File: src/rtl/mem_access_ctrl.sv
// MAR/MDR access sequencer shared by fetch (0) and execute (1) units.
// Round-robin grant, one access in flight, Moore strobes registered from next state.
module mem_access_ctrl #(
    parameter int AW       = 16,
    parameter int DW       = 8,
    parameter int WAIT_CYC = 0
) (
    input  logic            CLK,
    input  logic            CLR,
    input  logic [1:0]      req,
    input  logic [1:0]      wr,
    input  logic [2*AW-1:0] addr,
    input  logic [2*DW-1:0] wdata,
    output logic [1:0]      done,
    output logic [DW-1:0]   rdata,
    output logic            busy,
    output logic [AW-1:0]   mar_addr,
    output logic            nLm,
    output logic            nLw,
    output logic            nLr,
    output logic            Em,
    output logic            ram_we,
    output logic [DW-1:0]   bus_out,
    output logic            bus_oe,
    input  logic [DW-1:0]   bus_in
);

    typedef enum logic [2:0] {IDLE, ADDR, WAIT, MRD, MOUT, WLD, WMEM, DONE} state_t;

    localparam logic [3:0] WAIT_LD = (WAIT_CYC > 0) ? 4'(WAIT_CYC - 1) : 4'd0;

    state_t     state, state_n;
    logic       sel, sel_n;
    logic       op, op_n;
    logic       last;
    logic       arb;
    logic [3:0] cnt, cnt_n;

    // Tie goes to whoever was not granted last.
    always_comb begin
        arb = (req == 2'b11) ? ~last : req[1];
    end

    always_comb begin
        state_n = state;
        sel_n   = sel;
        op_n    = op;
        cnt_n   = cnt;
        case (state)
            IDLE: begin
                if (|req) begin
                    sel_n   = arb;
                    op_n    = wr[arb];
                    state_n = ADDR;
                end
            end
            ADDR: begin
                if (WAIT_CYC > 0) begin
                    cnt_n   = WAIT_LD;
                    state_n = WAIT;
                end else begin
                    state_n = op ? WLD : MRD;
                end
            end
            WAIT: begin
                if (cnt == 4'd0) state_n = op ? WLD : MRD;
                else             cnt_n   = cnt - 4'd1;
            end
            MRD:     state_n = MOUT;
            MOUT:    state_n = DONE;
            WLD:     state_n = WMEM;
            WMEM:    state_n = DONE;
            DONE:    state_n = IDLE;
            default: state_n = IDLE;
        endcase
    end

    always_ff @(posedge CLK) begin
        if (CLR) begin
            state    <= IDLE;
            sel      <= 1'b0;
            op       <= 1'b0;
            cnt      <= 4'd0;
            last     <= 1'b1;
            done     <= 2'b00;
            rdata    <= '0;
            busy     <= 1'b0;
            mar_addr <= '0;
            bus_out  <= '0;
            nLm      <= 1'b1;
            nLw      <= 1'b1;
            nLr      <= 1'b1;
            Em       <= 1'b0;
            ram_we   <= 1'b0;
            bus_oe   <= 1'b0;
        end else begin
            state <= state_n;
            sel   <= sel_n;
            op    <= op_n;
            cnt   <= cnt_n;
            if (state == IDLE && |req) last <= sel_n;
            if (state == MOUT) rdata <= bus_in;
            busy     <= (state_n != IDLE);
            mar_addr <= (state_n == IDLE) ? '0 : (sel_n ? addr[2*AW-1:AW] : addr[AW-1:0]);
            bus_out  <= (state_n == IDLE) ? '0 : (sel_n ? wdata[2*DW-1:DW] : wdata[DW-1:0]);
            nLm      <= (state_n != ADDR);
            nLw      <= (state_n != WLD);
            nLr      <= (state_n != MRD);
            Em       <= (state_n == MOUT);
            ram_we   <= (state_n == WMEM);
            bus_oe   <= (state_n == WLD);
            done     <= (state_n == DONE) ? (sel_n ? 2'b10 : 2'b01) : 2'b00;
        end
    end

endmodule

File: config.mk
export PLATFORM = sky130hd
export DESIGN_NAME = mem_access_ctrl
export DESIGN_NICKNAME = d
export VERILOG_FILES = /design/src/rtl/mem_access_ctrl.sv
export SDC_FILE = /design/constraint.sdc
export NUM_CORES = 1
export LEC_CHECK = 0
export CELL_PAD_IN_SITES_DETAIL_PLACEMENT = 0
export CELL_PAD_IN_SITES_GLOBAL_PLACEMENT = 1
export CORE_MARGIN = 5
export CORE_UTILIZATION = 40
export CTS_CLUSTER_DIAMETER = 80
export DETAILED_ROUTE_END_ITERATION = 10
export DONT_BUFFER_PORTS = 1
export PLACE_DENSITY = 0.74
export SETUP_SLACK_MARGIN = 0.2
export SYNTH_ARGS = -nofsm -noshare
export SYNTH_HDL_FRONTEND = slang
export SYNTH_SLANG_ARGS = --single-unit
File: constraint.sdc
create_clock -name CLK -period 2.73 [get_ports CLK]
set_clock_uncertainty 0.05 [all_clocks]
set_input_delay 0.4095 -clock CLK [delete_from_list [all_inputs] [get_ports CLK]]
set_output_delay 0.4095 -clock CLK [all_outputs]
set_load 0.01 [all_outputs]
# Yosys cells after proc, flatten, opt, wreduce, memory -nomap -nowiden
# Cells that the tools add are included.
[classes]
addsub = 1
mux = 12
bitwise_logic = 3
order_cmp = 1
eq_ne = 15
n_reduce_logical = 11
[ops]
columns = ["operator", "count"]
rows = [
  ["$eq 3x3->1 const B", 8],
  ["$pmux 3 s7", 1],
  ["$mux 16", 1],
  ["$mux 3", 3],
  ["$mux 8", 1],
  ["$reduce_or 2->1", 4],
  ["$eq 3x2->1 const B", 2],
  ["$logic_not 3->1", 2],
  ["$mux 1", 5],
  ["$logic_not 4->1", 1],
  ["$reduce_and 2->1", 2],
  ["$sub 4x1->4 const B", 1],
  ["$eq 3x1->1 const B", 1],
  ["$ne 3x1->1 const B", 1],
  ["$ne 3x2->1 const B", 1],
  ["$ne 3x3->1 const B", 1],
  ["$not 1->1", 3],
  ["$reduce_bool 3->1", 1],
  ["$eq 2x2->1 const B", 1],
  ["$lt 1x2->1 const B", 1],
  ["$mux 2", 1],
  ["$logic_and 1x1->1", 1],
]
[word_totals]
register_bits = 51

# Depth between registers and ports, before layout
# Gate-level depths: netlist of the first run.
[depth]
word_depth = 6
depth_mapped = 7
depth_no_buf = 6

# Worst setup path after synthesis of the first run
# No wires, ideal clock.
[synth_timing]
path_type = "flip-flop to flip-flop"
from = "register cnt[0]"
to = "register nLr"
setup_time_ns = 0.123
n_path_buf = 1
required_time_ns = 2.557
arrival_time_ns = 1.586
slack_ns = 0.971
stages_incl_launch_ff = 8
cell_sequence = "dfxtp_1 > inv_1 > ha_1 > or3b_2 > clkbuf_1 > a22oi_1 > o21ai_1 > nand3b_1"
[synth_via]
elab_chain_cells = 4
[synth_rtl]
columns = ["item", "line_no", "source"]
rows = [
  ["start, declared", "37", "logic [3:0] cnt, cnt_n;"],
  ["start signal, assigned", "100", "cnt <= cnt_n;"],
  ["$logic_not 4->1", "66", "if (cnt == 4'd0) state_n = op ? WLD : MRD;"],
  ["$mux 3", "66", ""],
  ["$pmux 3 s7", "49", "case (state)"],
  ["$ne 3x2->1", "108", "nLr <= (state_n != MRD);"],
  ["end signal, assigned", "108", ""],
  ["end, declared", "20", "output logic nLr,"],
]
# No other way between the ends.
# A chain may end at the register's enable or synchronous reset.

# Final worst setup path of the first run
[layout_timing]
from = "register cnt[0]"
to = "register mar_addr[5]"
[layout_via]
elab_chain_cells = 5
[layout_rtl]
columns = ["item", "line_no", "source"]
rows = [
  ["$logic_not 4->1", "66", ""],
  ["$mux 3", "66", ""],
  ["$pmux 3 s7", "49", ""],
  ["$logic_not 3->1", "104", "mar_addr <= (state_n == IDLE) ? '0 : (sel_n ? addr[2*AW-1:AW] : addr[AW-1:0]);"],
  ["$reduce_or 2->1 (no line)", "--", ""],
  ["end signal, assigned", "104", ""],
  ["end, declared", "17", "output logic [AW-1:0] mar_addr,"],
]
# No other way between the ends.

==> key figures, run 1 <==
Global route
  – Via count of the first global-routing pass: approximately 1400
  – Overall fraction of global-route tracks in use: 0.139
  – Total global routing overflow: 0
  – Global-route wire length before repair: 6950 µm
  – Maximum number of pins on one net before global-route repair: 27
  – Initial antenna violation count: 0

Die
  – DIE AREA: 0.00638 mm²
  – Number of I/O pins: between 100 and 150
  – Core Footprint: ~0.0047 mm²
  – Placement row count: 25
  – Initial core utilization: 0.414
  – Die height: 79.9 µm
  – Die X-Extent: 79.9 µm

Setup path
  – Endpoint required time on the critical path: roughly 2800 ps
  – Worst Setup End Kind: flop
  – Cell with the largest stage delay on the worst path: o31a_2
  – Category of the worst setup path launch point: flop
  – Startpoint of the worst-slack reg-to-reg timing path: cnt[0]$_SDFFE_PP0P_
  – Number of cells traversed by the worst register-to-register path: 6
  – Minimum setup slack among reg-to-reg paths: 730 ps
  – Reg2reg end: mar_addr[5]$_SDFF_PP0_
  – Critical Path, Cell by Cell: inv_1, ha_1, and4bb_2, a211oi_1, o31a_2, a21oi_1
  – Arrival time worst endpoint: 2120 ps
  – CP Max Fanout: 25
  – Worst stage delay on the critical path: between 500 and 600 ps
  – Critical path class: reg2reg

Routing
  – Initial DRT Pass Iterations: 4
  – Average via count per standard cell: 5.08
  – DRC viols: 0
  – Number of DRC violations after detailed-routing iteration 0: 53
  – Final wirelength: ~4400 µm
  – Routed length per instance: about 15 µm
  – Via count: 1473
  – Number of antenna-violating nets in the routed design: 0

Clock network
  – Number of buffers added by the clock tree synthesis step: 5
  – Clock edge transition at the registers on the reported setup and hold paths: ~90 ps
  – Number of gates resized after CTS: 0
  – Longest Clk Path Bufs: 2
  – Cts-stage hold buffer count: 0
  – Clock latency at the later pin of the worst-skew pair: 290 ps
  – CTS tree: built
  – Count of clock tree sinks: 51
  – Root buffer selected by CTS: clkbuf_8
  – Number of buffers added for setup after CTS: 0
  – H-tree lvl count: 2

Logic synthesis
  – Yosys warns: 0
  – Gate Count Post-Synth: roughly 230
  – Leading post-synthesis cells by cell area: dfxtp_1 52%, nand2_1 13%, a21oi_1 8.5%
  – Unique cell type count in the Yosys netlist: 40
  – Number of enable flip-flop cells after synthesis: 0
  – Cell area after technology mapping: between 0.0015 and 0.002 mm²
  – Number of nets produced by synthesis: between 200 and 300
  – Most common library cells after synthesis: 68 x nand2_1, 51 x dfxtp_1, 33 x a21oi_1
  – Most instantiated flip-flop cell in the synthesis netlist: dfxtp_1
  – Leading area contributor after synthesis: dfxtp_1
  – Fraction of the yosys area taken by sequential cells: 0.523
  – Dominant cell by count in the synthesized netlist: nand2_1
  – Count of state elements after synthesis: 51
  – Proportion of netlist area held by the largest area contributor: 0.523
  – FFs w/ async S/R, synth: 0
  – Synthesized area per cell: 8.53 µm²

Hold path
  – Hold path start: CLR
  – Hold-critical path endpoint: rdata[4]$_SDFFE_PP0N_
  – Worst hold-check path type: in2reg
  – Worst hold path stage count: 1

Cells and area
  – Number of filler instances in the final layout: 484
  – Area growth from synthesis to layout: 5.70%
  – Antenna diode instance count: 0
  – Number of nets in the final layout: 286
  – Proportion of layout cells with a drive suffix above 1: 0.0762

Place
  – HPWL after detailed placement: 3170 µm
  – Port-buffer cells: 0
  – Place WS: 686 ps
  – Placer congestion estimate: 0.741

STA
  – Final TNS setup: 0 ps
  – Final worst setup slack: 726 ps
  – Fmax achieved: 0.499 GHz
  – Hold Vio Cnt, Final: 0
  – Worst-margin pin slew: approximately 740 ps
  – Unrepaired setup endpoints after global routing: false
  – Number of max-slew violations in the final report: 0
  – Headroom to the max-slew limit: 0.504
  – Final critical path time including I/O delays and setup: roughly 2000 ps
  – Number of setup violations in the final report: 0
  – Share of the cycle needed by the critical path after routing: 0.734

Pwr
  – IR Drop Worst-Case VDD: 0.296 mV
  – Leakage power summed over all cells: between 0.7 and 0.8 nW
  – Sw Share: 0.330
  – Switching power total: 0.651 mW
  – Part of the total power dissipated in combinational logic: 0.202
  – Power density over the cells: approximately 960 mW/mm²
  – Relative contribution of sequential cells to total power: 0.544
  – Internal portion of total power: approximately 1.3 mW
  – Clock Power Share: 0.254

Job
  – Max-cap violation count: 0

Status
  – Outcome: complete, no violations
[cell usage in the layout (no fill, tap or decap), types with 2 or more instances in the layout]
master | synthesis | final
a211oi_1 | 2 | 2
a21oi_1 | 33 | 33
a21oi_2 | 3 | 3
and2_1 | 2 | 2
and3_1 | 2 | 2
clkbuf_8 | 0 | 5
dfxtp_1 | 51 | 51
inv_1 | 3 | 3
nand2_1 | 68 | 68
nand2b_1 | 3 | 3
nand3_1 | 2 | 2
nand3b_1 | 2 | 2
nor2_1 | 12 | 12
nor3_1 | 3 | 3
o21a_1 | 2 | 2
o21ai_0 | 2 | 2
o31ai_1 | 2 | 2
or3b_2 | 2 | 2
xnor2_1 | 2 | 2
xor2_1 | 2 | 2
[worst max-delay path by stage]
| stage | from | end | slack [ps] | depth (start not counted) |
|---|---|---|---|---|
| 6_report | cnt[0]$_SDFFE_PP0P_ | mar_addr[5]$_SDFF_PP0_ | 730 | 6 |
| 3_3_place_gp | cnt[0]$_SDFFE_PP0P_ | mar_addr[12]$_SDFF_PP0_ | 710 | 6 |
| 5_1_grt | cnt[0]$_SDFFE_PP0P_ | mar_addr[13]$_SDFF_PP0_ | 500 | 6 |
| 2_1_floorplan | cnt[0]$_SDFFE_PP0P_ | nLr$_SDFF_PP1_ | 970 | 7 |
| 4_1_cts | cnt[0]$_SDFFE_PP0P_ | mar_addr[5]$_SDFF_PP0_ | 680 | 6 |
| 3_5_place_dp | cnt[0]$_SDFFE_PP0P_ | mar_addr[5]$_SDFF_PP0_ | 690 | 6 |
[cell families after synthesis]
| group | count (synthesis) | synth area share |
|---|---|---|
| simple gates | 101 | 0.230 |
| flops | 51 | 0.523 |
| fa+ha+maj | 1 | 0.00641 |
| buf+inv | 17 | 0.0480 |
| xor+xnor | 4 | 0.0179 |
| compound gates | 54 | 0.170 |
| mux | 1 | 0.00513 |
[power groups by stage]
stage / registers [mW] / clock network, mW / logic, mW
3_3_place_gp: 1.10 / 0 / 0.406
2_1_floorplan: 1.04 / 0 / 0.399
6_report: 1.08 / 0.501 / 0.399
3_5_place_dp: 1.10 / 0 / 0.411
4_1_cts: 1.08 / 0.520 / 0.411
5_1_grt: 1.09 / 0.549 / 0.479
[flip-flops by register name, indices dropped and copies added, names as in the netlist]
name / cells
bus_oe: 1
done: 2
rdata: 8
mar_addr: 16
nLm: 1
busy: 1
nLw: 1
sel: 1
nLr: 1
op: 1
state: 3
last: 1
Em: 1
ram_we: 1
bus_out: 8
cnt: 4
[critical path: cells and delay by family (launching register included)]
kind,cells,cell delay [ps]
adder cells (fa/ha/maj),1,220
flip-flops,1,340
AO/OA/AOI/OAI,3,940
AND/OR/NAND/NOR,1,240
buffers and inverters,1,70
[per-layer routing]
| metal | vias up | part of all wire | global-route usage |
|---|---|---|---|
| met3 | 5 | 0.12 | 0.0655 |
| li1 | 745 | - | - |
| met1 | 658 | 0.42 | 0.183 |
| met2 | 65 | 0.45 | 0.200 |
| met4 | 0 | 0.013 | 0.0456 |
| met5 | - | 0 | 0 |
[cell type report]
cell class	instances	area, µm²	area share
inverter	3	11.3	0.00545
tap	67	83.8	0.0406
clock inverter	1	30.0	0.0145
multi-input combinational	161	838	0.406
timing repair buffer	1	7.51	0.00364
clock buffer	6	72.6	0.0352
sequential	51	1020	0.495
[through the flow]
step | utilization | power, mW | std cells | cell area, µm² | hold WS, ps
finish | 0.437 | 1.97 | 290 | 2060 | 120
global route | 0.437 | 2.12 | 290 | 2060 | 102
CTS | 0.437 | 2.01 | 290 | 2060 | 109
detailed placement | 0.415 | 1.51 | 283 | 1960 | 434
global placement | 0.415 | 1.50 | 283 | 1960 | 433
floorplan | - | 1.44 | 229 | 1950 | 431
No activity file was read; power rests on OpenSTA's default activity.
==> run 2: changes to the inputs <==
--- a/config.mk
+++ b/config.mk
@@ -5,14 +5,15 @@
 export SDC_FILE = /design/constraint.sdc
 export NUM_CORES = 1
 export LEC_CHECK = 0
+export ABC_AREA = 1
 export CELL_PAD_IN_SITES_DETAIL_PLACEMENT = 0
 export CELL_PAD_IN_SITES_GLOBAL_PLACEMENT = 1
 export CORE_MARGIN = 5
-export CORE_UTILIZATION = 40
+export CORE_UTILIZATION = 38
 export CTS_CLUSTER_DIAMETER = 80
 export DETAILED_ROUTE_END_ITERATION = 10
 export DONT_BUFFER_PORTS = 1
-export PLACE_DENSITY = 0.74
+export PLACE_DENSITY = 0.76
 export SETUP_SLACK_MARGIN = 0.2
 export SYNTH_ARGS = -nofsm -noshare
 export SYNTH_HDL_FRONTEND = slang
==> constraint.sdc (replaced) <==
create_clock -name CLK -period 1.7 [get_ports CLK]
set_clock_uncertainty 0.05 [all_clocks]
set_input_delay 0.255 -clock CLK [delete_from_list [all_inputs] [get_ports CLK]]
set_output_delay 0.255 -clock CLK [all_outputs]
set_load 0.01 [all_outputs]
==> run 2 against run 1 <==
Compared with the run above:
- die area rose by 12%
- largest power group is now combinational cells
- worst setup slack got worse by 690 ps
- critical endpoint is now state[1]$_SDFF_PP0_
- sequential share of layout area decreased by 9.4 points
- largest cell class unchanged
- first-iteration DRC count up 81%
- wire length up 14%
- critical path depth grew 6
- cell count is 32% higher
- non-clock buffer count is 21 higher
- via count is 17% higher
- combinational power rose to 5.9 times the previous value
==> key figures, run 2 <==
Logic synthesis
  – Number of nets produced by synthesis: 351
  – Count of state elements after synthesis: 51
  – Leading post-synthesis cells by cell area: dfxtp_1 48%, nand2_1 17%, nor2_2 6.2%
  – Most instantiated flip-flop cell in the synthesis netlist: dfxtp_1
  – Proportion of netlist area held by the largest area contributor: 0.484
  – FFs w/ async S/R, synth: 0
  – Number of enable flip-flop cells after synthesis: 0
  – Cell area after technology mapping: 0.00211 mm²
  – Most common library cells after synthesis: 94 x nand2_1, 51 x dfxtp_1, 34 x inv_1
  – Leading area contributor after synthesis: dfxtp_1
  – Fraction of the yosys area taken by sequential cells: 0.484
  – Dominant cell by count in the synthesized netlist: nand2_1
  – Unique cell type count in the Yosys netlist: 25
  – Yosys warns: 0
  – Synthesized area per cell: 7.32 µm²
  – Gate Count Post-Synth: 288

Pwr
  – IR Drop Worst-Case VDD: 0.832 mV
  – Post-layout total power: a little over 5 mW
  – Leakage power summed over all cells: 1.25 nW
  – Power density over the cells: 1970 mW/mm²

Global route
  – Via count of the first global-routing pass: 1712
  – Initial antenna violation count: 0
  – Global-route wire length before repair: 8120 µm
  – Maximum number of pins on one net before global-route repair: 27
  – Overall fraction of global-route tracks in use: 0.142
  – Total global routing overflow: 0

Clock network
  – Clock latency at the later pin of the worst-skew pair: 310 ps
  – Root buffer selected by CTS: clkbuf_8
  – Clock edge transition at the registers on the reported setup and hold paths: 90 ps
  – Number of buffers added by the clock tree synthesis step: 5
  – Longest Clk Path Bufs: 2
  – Count of clock tree sinks: ~50
  – CTS tree: built
  – H-tree lvl count: 2

STA
  – Headroom to the max-slew limit: 0.798
  – Final critical path time including I/O delays and setup: 1670 ps
  – Number of max-slew violations in the final report: 0
  – Unrepaired setup endpoints after global routing: true
  – Final worst setup slack: 34.0 ps
  – Share of the cycle needed by the critical path after routing: 0.980
  – Fmax achieved: 0.600 GHz
  – Number of setup violations in the final report: 0
  – Final TNS setup: 0 ps
  – Worst-margin pin slew: 302 ps
  – Hold Vio Cnt, Final: 0

Place
  – Port-buffer cells: 0
  – Placer congestion estimate: between 0.7 and 0.8
  – HPWL after detailed placement: 3350 µm
  – Place WS: between 30 and 40 ps

Cells and area
  – Top reg by flops: mar_addr
  – Area growth from synthesis to layout: 21.5%
  – Number of nets in the final layout: 373
  – Commonest non-fill, non-tap cells in the layout: 91 x nand2_1, 46 x dfxtp_1, 32 x inv_1
  – Proportion of layout cells with a drive suffix above 1: 0.264
  – Flip-flop and latch area: 0.00103 mm²
  – Antenna diode instance count: 0
  – Registers with the highest flip-flop counts: mar_addr x16, bus_out x8, rdata x8
  – Number of filler instances in the final layout: 559
  – Area of combinational cells with multiple inputs: 925 µm²
  – Largest register FFs: 16
  – Most frequent standard cell in the layout excluding fill and tap cells: nand2_1

Setup path
  – CP Max Fanout: 3
  – Arrival time worst endpoint: 1850 ps
  – Critical path class: reg2reg
  – Endpoint required time on the critical path: 1890 ps
  – Worst Setup End Kind: flop
  – Category of the worst setup path launch point: flop

Routing
  – Number of antenna-violating nets in the routed design: 0
  – Routed length per instance: 13.1 µm
  – Final wirelength: 5010 µm
  – Initial DRT Pass Iterations: 4
  – Number of DRC violations after detailed-routing iteration 0: 96
  – Average via count per standard cell: 4.50
  – Via count: 1722
  – DRC viols: 0

Die
  – DIE AREA: around 0.0071 mm²
  – Number of I/O pins: ~100
  – Placement row count: 27
  – Initial core utilization: 0.388
  – Die height: 84.5 µm
  – Core Footprint: approximately 0.0054 mm²
  – Die X-Extent: 84.5 µm

Hold path
  – Worst hold-check path type: in2reg

Job
  – Max-cap violation count: 0

Status
  – Outcome: complete, no violations
[run 2: final timing paths]
path | startpoint | endpoint | slack [ps] | depth (start not counted)
min | bus_in[7] | rdata[7]$_SDFFE_PP0N_ | 40 | 2
min reg2reg | last$_SDFFE_PP1P_ | last$_SDFFE_PP1P_ | 430 | 2
max | cnt[0]$_SDFFE_PP0P_ | state[1]$_SDFF_PP0_ | 30 | 12
max reg2reg | cnt[0]$_SDFFE_PP0P_ | state[1]$_SDFF_PP0_ | 30 | 12
[run 2: logic make-up after synthesis]
kind of cell,share of synthesized area
AO/OA/AOI/OAI,0.0540
adder cells (fa/ha/maj),0.00593
AND/OR/NAND/NOR,0.341
flip-flops,0.484
buffers and inverters,0.115
[run 2: power breakdown]
part	total [mW]	switching [mW]	internal, mW
clock	0.695	0.404	0.290
sequential	2.00	0.392	1.61
combinational	2.36	1.28	1.08
[run 2: per-stage QoR]
| step | area (µm²) | cells | hold WS [ps] | utilization |
|---|---|---|---|---|
| global placement | 2200 | 357 | 277 | 0.405 |
| global route | 2560 | 383 | 24.6 | 0.471 |
| finish | 2560 | 383 | 36.1 | 0.471 |
| detailed placement | 2200 | 357 | 278 | 0.405 |
| CTS | 2540 | 381 | 28.5 | 0.467 |
| floorplan | 2140 | 288 | 274 | - |
[run 2: area by class of cell]
type                            count  share of cell area
Sequential cell                    51               0.401
Clock inverter                      3             0.00732
Clock buffer                        5              0.0269
Inverter                           42              0.0625
Timing Repair Buffer               22               0.106
Multi-Input combinational cell    188               0.361
Tap cell                           72              0.0352
[run 2: repair_timing]
action                     in CTS  in global routing
hold buffers                    1                  0
hold endpoints to repair        7                  0
pin swaps                       9                  0
cloned                          3                  0
buffers inserted               12                  2
gates resized for setup        18                  3
setup endpoints to repair      25                 28
[run 2: metal layers]
layer	vias up	share of wire	GRT usage
met5	-	0	0
met4	0	0.010	0.0432
met3	5	0.089	0.0638
met2	68	0.47	0.226
met1	746	0.43	0.173
li1	903	-	-
[run 2: worst max-delay path, cell delays in order (launching register included)]
cell and delay [ps]:
dfxtp_2 330, inv_2 70, ha_4 150, nand2_4 50, nor2_4 130, nand2_1 80, nand2_2 90, nand2_2 60
buf_4 130, buf_4 120, buf_4 120, buf_4 120, a21oi_2 110
